## src/rtl/fetch_buffer_2w_if.sv

```systemverilog
// Fetch-stage bundle: cache request/response, squash redirect and the 2-wide decode window.
interface fetch_buffer_2w_if #(
    parameter int unsigned XLEN  = 32,
    parameter int unsigned DEPTH = 8
);
    logic                          squash;
    logic [XLEN-1:0]               squash_pc;
    logic [63:0]                   Icache_data_out;
    logic                          Icache_valid_out;
    logic [XLEN-1:0]               proc2Icache_addr;
    logic [1:0]                    id_take;
    logic [1:0]                    if_valid;
    logic [1:0][31:0]              if_inst;
    logic [1:0][XLEN-1:0]          if_pc;
    logic [$clog2(DEPTH):0]        fb_count;

    modport master (
        output squash, squash_pc, Icache_data_out, Icache_valid_out, id_take,
        input  proc2Icache_addr, if_valid, if_inst, if_pc, fb_count
    );

    modport slave (
        input  squash, squash_pc, Icache_data_out, Icache_valid_out, id_take,
        output proc2Icache_addr, if_valid, if_inst, if_pc, fb_count
    );
endinterface

```

## src/rtl/fetch_buffer_2w.sv

```systemverilog
// Fetch PC + circular instruction FIFO: splits 64-bit cache lines into two tagged
// 32-bit instructions and presents up to two per cycle to decode.
module fetch_buffer_2w #(
    parameter int unsigned   XLEN     = 32,
    parameter int unsigned   DEPTH    = 8,
    parameter logic [XLEN-1:0] PC_RESET = '0
) (
    input  logic               clock,
    input  logic               reset,
    fetch_buffer_2w_if.slave   bus
);
    localparam int unsigned PW = $clog2(DEPTH);
    localparam int unsigned CW = PW + 1;

    logic [XLEN-1:0] fetch_pc_q, fetch_pc_d;
    logic [PW-1:0]   head_q, head_d;
    logic [PW-1:0]   tail_q, tail_d;
    logic [CW-1:0]   count_q, count_d;
    logic [31:0]     inst_q [DEPTH];
    logic [31:0]     inst_d [DEPTH];
    logic [XLEN-1:0] pcs_q  [DEPTH];
    logic [XLEN-1:0] pcs_d  [DEPTH];

    logic [XLEN-1:0] pc_al;
    logic [CW-1:0]   n_push;
    logic [CW-1:0]   free_slots;
    logic            do_push;
    logic [CW-1:0]   pushed;
    logic [CW-1:0]   take_c;
    logic [CW-1:0]   popped;
    logic [PW-1:0]   tail_p1;
    logic [PW-1:0]   head_p1;

    assign pc_al      = {fetch_pc_q[XLEN-1:3], 3'b000};
    assign n_push     = fetch_pc_q[2] ? CW'(1) : CW'(2);
    // Free space deliberately ignores same-cycle pops to keep the push decision off id_take.
    assign free_slots = CW'(DEPTH) - count_q;
    assign do_push    = bus.Icache_valid_out && !bus.squash && (free_slots >= n_push);
    assign pushed     = do_push ? n_push : '0;
    assign take_c     = (bus.id_take == 2'd0) ? CW'(0) :
                        (bus.id_take == 2'd1) ? CW'(1) : CW'(2);
    assign popped     = (take_c > count_q) ? count_q : take_c;
    assign tail_p1    = tail_q + PW'(1);
    assign head_p1    = head_q + PW'(1);

    always_comb begin
        fetch_pc_d = fetch_pc_q;
        head_d     = head_q;
        tail_d     = tail_q;
        count_d    = count_q;
        inst_d     = inst_q;
        pcs_d      = pcs_q;
        if (bus.squash) begin
            head_d     = '0;
            tail_d     = '0;
            count_d    = '0;
            fetch_pc_d = {bus.squash_pc[XLEN-1:2], 2'b00};
        end else begin
            if (do_push) begin
                if (fetch_pc_q[2]) begin
                    inst_d[tail_q] = bus.Icache_data_out[63:32];
                    pcs_d[tail_q]  = fetch_pc_q;
                end else begin
                    inst_d[tail_q]  = bus.Icache_data_out[31:0];
                    pcs_d[tail_q]   = pc_al;
                    inst_d[tail_p1] = bus.Icache_data_out[63:32];
                    pcs_d[tail_p1]  = pc_al + XLEN'(4);
                end
                tail_d     = tail_q + PW'(n_push);
                fetch_pc_d = pc_al + XLEN'(8);
            end
            head_d  = head_q + PW'(popped);
            count_d = count_q + pushed - popped;
        end
    end

    always_ff @(posedge clock or posedge reset) begin
        if (reset) begin
            fetch_pc_q <= PC_RESET;
            head_q     <= '0;
            tail_q     <= '0;
            count_q    <= '0;
            inst_q     <= '{default: '0};
            pcs_q      <= '{default: '0};
        end else begin
            fetch_pc_q <= fetch_pc_d;
            head_q     <= head_d;
            tail_q     <= tail_d;
            count_q    <= count_d;
            inst_q     <= inst_d;
            pcs_q      <= pcs_d;
        end
    end

    logic v0, v1;
    assign v0 = (count_q >= CW'(1));
    assign v1 = (count_q >= CW'(2));

    assign bus.proc2Icache_addr = {fetch_pc_q[XLEN-1:3], 3'b000};
    assign bus.fb_count         = count_q;
    assign bus.if_valid         = {v1, v0};
    assign bus.if_inst[0]       = v0 ? inst_q[head_q]  : '0;
    assign bus.if_inst[1]       = v1 ? inst_q[head_p1] : '0;
    assign bus.if_pc[0]         = v0 ? pcs_q[head_q]   : '0;
    assign bus.if_pc[1]         = v1 ? pcs_q[head_p1]  : '0;
endmodule

```

## src/flat_wrapper.sv

```systemverilog
// flat-port wrapper written by rule: the top's interface ports become plain ports
module fetch_buffer_2w_flat 
#(
    parameter int unsigned   XLEN     = 32,
    parameter int unsigned   DEPTH    = 8,
    parameter logic [XLEN-1:0] PC_RESET = '0
)
  (clock, reset, bus_squash, bus_squash_pc, bus_Icache_data_out, bus_Icache_valid_out, bus_id_take, bus_proc2Icache_addr, bus_if_valid, bus_if_inst, bus_if_pc, bus_fb_count);
  fetch_buffer_2w_if #(.XLEN(XLEN), .DEPTH(DEPTH)) bus_i ();
  input  logic clock;
  input  logic reset;
  input wire logic [$bits(bus_i.squash)-1:0] bus_squash;
  input wire logic [$bits(bus_i.squash_pc)-1:0] bus_squash_pc;
  input wire logic [$bits(bus_i.Icache_data_out)-1:0] bus_Icache_data_out;
  input wire logic [$bits(bus_i.Icache_valid_out)-1:0] bus_Icache_valid_out;
  input wire logic [$bits(bus_i.id_take)-1:0] bus_id_take;
  output wire logic [$bits(bus_i.proc2Icache_addr)-1:0] bus_proc2Icache_addr;
  output wire logic [$bits(bus_i.if_valid)-1:0] bus_if_valid;
  output wire logic [$bits(bus_i.if_inst)-1:0] bus_if_inst;
  output wire logic [$bits(bus_i.if_pc)-1:0] bus_if_pc;
  output wire logic [$bits(bus_i.fb_count)-1:0] bus_fb_count;
  assign bus_i.squash = bus_squash;
  assign bus_i.squash_pc = bus_squash_pc;
  assign bus_i.Icache_data_out = bus_Icache_data_out;
  assign bus_i.Icache_valid_out = bus_Icache_valid_out;
  assign bus_i.id_take = bus_id_take;
  assign bus_proc2Icache_addr = bus_i.proc2Icache_addr;
  assign bus_if_valid = bus_i.if_valid;
  assign bus_if_inst = bus_i.if_inst;
  assign bus_if_pc = bus_i.if_pc;
  assign bus_fb_count = bus_i.fb_count;
  fetch_buffer_2w #(.XLEN(XLEN), .DEPTH(DEPTH), .PC_RESET(PC_RESET)) u_core (.clock(clock), .reset(reset), .bus(bus_i));
endmodule
```

## config.mk

```make
export PLATFORM = sky130hd
export DESIGN_NAME = fetch_buffer_2w_flat
export DESIGN_NICKNAME = d
export VERILOG_FILES = /design/src/rtl/fetch_buffer_2w_if.sv /design/src/rtl/fetch_buffer_2w.sv /design/src/flat_wrapper.sv
export SDC_FILE = /design/constraint.sdc
export NUM_CORES = 2
export LEC_CHECK = 0
export CAP_MARGIN = 20
export CORE_ASPECT_RATIO = 0.8
export CORE_MARGIN = 3
export CORE_UTILIZATION = 60
export DETAILED_ROUTE_END_ITERATION = 8
export PLACE_DENSITY_LB_ADDON = 0.12
export SKIP_CTS_REPAIR_TIMING = 1
export SLEW_MARGIN = 20
export SYNTH_ARGS = -nofsm -noshare
export SYNTH_HDL_FRONTEND = slang
export SYNTH_SLANG_ARGS = --single-unit
```

## constraint.sdc

```tcl
create_clock -name clock -period 41.5 [get_ports clock]
set_input_delay 8.3 -clock clock [delete_from_list [all_inputs] [get_ports clock]]
set_output_delay 8.3 -clock clock [all_outputs]
set_load 0.02 [all_outputs]
```

==> impl_summary.log <==
[metrics] maximum root-to-sink buffer count: 3
[metrics] TritonCTS sink count: 552
[metrics] detail-routed via count per cell: 7.09
[metrics] number of DRC markers after the initial detailed-route iteration: 3074
[metrics] global-route wire length before repair: 160 mm
[metrics] async set or reset register ratio after synthesis: 100%
[metrics] Synth Register Bits: 552
[metrics] min Tclk post-route: 13.24 ns
[metrics] drt drc: 0
[metrics] maximum number of pins on one net before global-route repair: 166
[metrics] startpoint class of the critical path: flop
[metrics] commonest non-fill, non-tap cells in the layout: sky130_fd_sc_hd__dfrtp_1 (548), sky130_fd_sc_hd__nand2_1 (426), sky130_fd_sc_hd__clkdlybuf4s50_1 (261)
[metrics] final WL: 104 mm
[metrics] utilization of the core after routing: 69.8%
[metrics] initial core utilization: 61.1%
[metrics] level count of the clock H-tree: 2
[metrics] type of the setup path with the least slack: reg2out
[metrics] ports placed on the boundary: 268
[metrics] quantity of I/O buffers inserted on ports: 262
[metrics] via count of the first global-routing pass: 26825
[metrics] part of the Yosys area used for sequential elements: 42.9%
[metrics] Area growth syn-to-layout: 14.2%
[metrics] worst setup slack before clock tree synthesis: 28.89 ns
[metrics] post-route ant nets: 0
[metrics] worst relative slew slack: 19.0%
[metrics] gate count after technology mapping: 2975
[metrics] worst min path class: reg2reg
[metrics] total die area: 0.0565 mm²
[metrics] data arrival time of the critical path: 4.94 ns
[metrics] startpoint of the most critical setup path: u_core.head_q[0]$_DFF_PP0_
[metrics] measured slew at the worst slew-check pin: 1.22 ns
[metrics] std cell rows: 75
[metrics] reported max-cap violation count: 0
[metrics] Chip Width: 265 µm
[metrics] leading register cell type out of synthesis: sky130_fd_sc_hd__dfrtp_1
[metrics] clock root buffer: sky130_fd_sc_hd__clkbuf_16
[metrics] worst path setup slack after routing: 28.26 ns
[metrics] Vias: 26365
[metrics] leakage dissipation: 15.0 nW
[metrics] fraction of layout instances using a drive strength above 1: 20.2%
[metrics] placer congestion estimate: 0.869
[metrics] initial antenna violation count: 5
[metrics] pins over their slew limit: 0
[metrics] final std cell area, no fill: 0.0368 mm²
[metrics] EDFF count, synth: 0
[metrics] post-synthesis area per instance: 10.8 µm²
[metrics] die span in y: 213 µm
[metrics] CP max FO: 54
[metrics] status: complete, no violations
[metrics] number of clock buffers inserted by TritonCTS: 55
[metrics] commonest non-fill, non-tap cell in the layout: sky130_fd_sc_hd__dfrtp_1
[metrics] count of cell types in the netlist: 66
[metrics] post-route clock skew: 0.0347 ns
[metrics] Clk Latency, worst-skew pair: 0.64 ns
[metrics] total congestion overflow: 0
[metrics] Worst Setup End Kind: output port
[metrics] post-detailed-route wirelength per cell: 28.0 µm
[metrics] Setup violations, final: 0
[metrics] number of warning messages in the yosys log: 0
[metrics] all-layer global routing usage: 36.8%
[metrics] Highest Clock Rate: 75.5 MHz
[metrics] IR Drop Worst-Case VDD: 52.9 µV
[metrics] RSZ-0062 raised after global routing: no
[metrics] core region area: 0.0527 mm²
[metrics] area of placed instances: 0.0348 mm²
[metrics] data required time of the critical path: 33.20 ns
[metrics] crit share post-route: 31.9%
[metrics] final setup TNS: 0 ns
[metrics] clock transition time at the flip-flop clock pins of the worst setup and hold paths: 0.06 ns
[metrics] Cell Area, Synth: 0.0322 mm²
[metrics] number of nets in the final layout: 3100
[metrics] clock tree from TritonCTS: yes
[metrics] hold violation total from the final report: 0
[metrics] worst flop-to-flop path startpoint: u_core.bus.fb_count[0]$_DFF_PP0_
[metrics] total iterations of the first detailed-routing run: 8
[metrics] estimated wirelength of the detail-placed design: 60.1 mm
[metrics] PD cells: 86.3 mW/mm²
[metrics] Hold Crit Start: u_core.inst_q[196]$_DFFE_PP0P_
==> area by class of cell <==
cell class | instances | area [µm²]
inverter | 28 | 113
clock inverter | 23 | 394
tap | 693 | 867
sequential | 552 | 13800
timing repair buffer | 322 | 3100
fill | 3769 | 15900
clock buffer | 81 | 1650
multi-input combinational | 2017 | 16900
antenna | 3 | 7.51
==> flip-flops by register name, indices dropped and copies added, names as in the netlist <==
register             flops
u_core.bus.fb_count      4
u_core.inst_q          256
u_core.tail_q            3
u_core.pcs_q           256
u_core.fetch_pc_q       30
u_core.head_q            3
==> Yosys cell counts, drive strengths merged (3+ instances only) <==
cell type	count	area, µm²
a22oi	172	1290
mux2	157	1770
nand4	7	43.8
and3	48	300
mux2i	70	701
nand3	30	150
xnor2	19	174
or4	5	37.5
o31ai	3	22.5
o22ai	3	18.8
a211oi	7	65.1
nand2b	8	50.1
a2111oi	4	36.3
nor2b	46	288
o21a	3	22.5
a22o	4	35.0
nand2	426	1600
xor2	4	35.0
o211ai	5	37.5
a21oi	171	860
inv	26	97.6
nor3	10	55.1
o21ai	132	661
a31oi	7	43.8
a21o	7	52.6
fa	4	80.1
o221a	3	33.8
dfrtp	552	13800
a221o	44	440
clkbuf	237	896
nor2	249	937
and4	6	52.6
ha	18	225
mux4	256	5770
a221oi	30	298
or3	6	37.5
and2	15	93.8
a32oi	17	149
buf	143	786
o221ai	5	50.0
==> worst max-delay path: stages, from the launching register on <==
cell,delay (ns)
sky130_fd_sc_hd__dfrtp_4,1.02
sky130_fd_sc_hd__buf_4,0.81
sky130_fd_sc_hd__buf_4,0.84
sky130_fd_sc_hd__mux4_2,0.61
sky130_fd_sc_hd__mux2i_1,0.29
sky130_fd_sc_hd__nor2_1,0.08
sky130_fd_sc_hd__clkdlybuf4s50_1,0.57
==> metrics by stage <==
stage                     std cells  hold WS, ns  power [mW]
after floorplan                2977        0.458        2.00
after global placement         3611        0.474        2.53
after detailed placement       3612        0.490        2.59
after CTS                      3716        0.506        3.15
after global routing           3719        0.529        3.32
final                          3719        0.502        3.18
==> kinds of logic (layout without fill, tap and decap cells) <==
kind of cell / Yosys count / count (layout) / share of synthesized area, %
AOI/OAI and AO/OA: 623 / 623 / 12.9
xor gates and xnor gates: 23 / 23 / 0.648
adders and majority gates: 22 / 22 / 0.947
buffers and inverters: 408 / 454 / 5.54
DFF: 552 / 552 / 42.9
muxes: 483 / 483 / 25.6
other: 1 / 6 / 0.0116
and+or+nand+nor: 863 / 863 / 11.5
==> metal layers <==
| layer | vias up | track usage, % | share of wire, % |
|---|---|---|---|
| met5 | - | 0 | 0.012 |
| met4 | 2 | 15.5 | 4.0 |
| met3 | 325 | 9.31 | 12 |
| met2 | 1804 | 57.0 | 46 |
| met1 | 13372 | 50.5 | 38 |
| li1 | 10862 | - | - |
==> power breakdown <==
group,internal (mW),total [mW],switching (mW)
clock,0.337,0.562,0.225
sequential,0.752,0.951,0.199
combinational,0.770,1.66,0.893
==> worst paths after layout <==
path / slack, ns / depth (start not counted) / end
min in group asynchronous: 8.23 / 2 / u_core.pcs_q[169]$_DFFE_PP0P_
worst max register to register: 37.19 / 8 / u_core.inst_q[149]$_DFFE_PP0P_
max in group asynchronous: 30.94 / 4 / u_core.pcs_q[216]$_DFFE_PP0P_
worst max-delay path: 28.26 / 6 / bus_if_inst[1]
worst min register to register: 0.50 / 2 / u_core.inst_q[196]$_DFFE_PP0P_
worst min-delay path: 0.50 / 2 / u_core.inst_q[196]$_DFFE_PP0P_
Note: power is estimated with default switching activity, not from simulation.
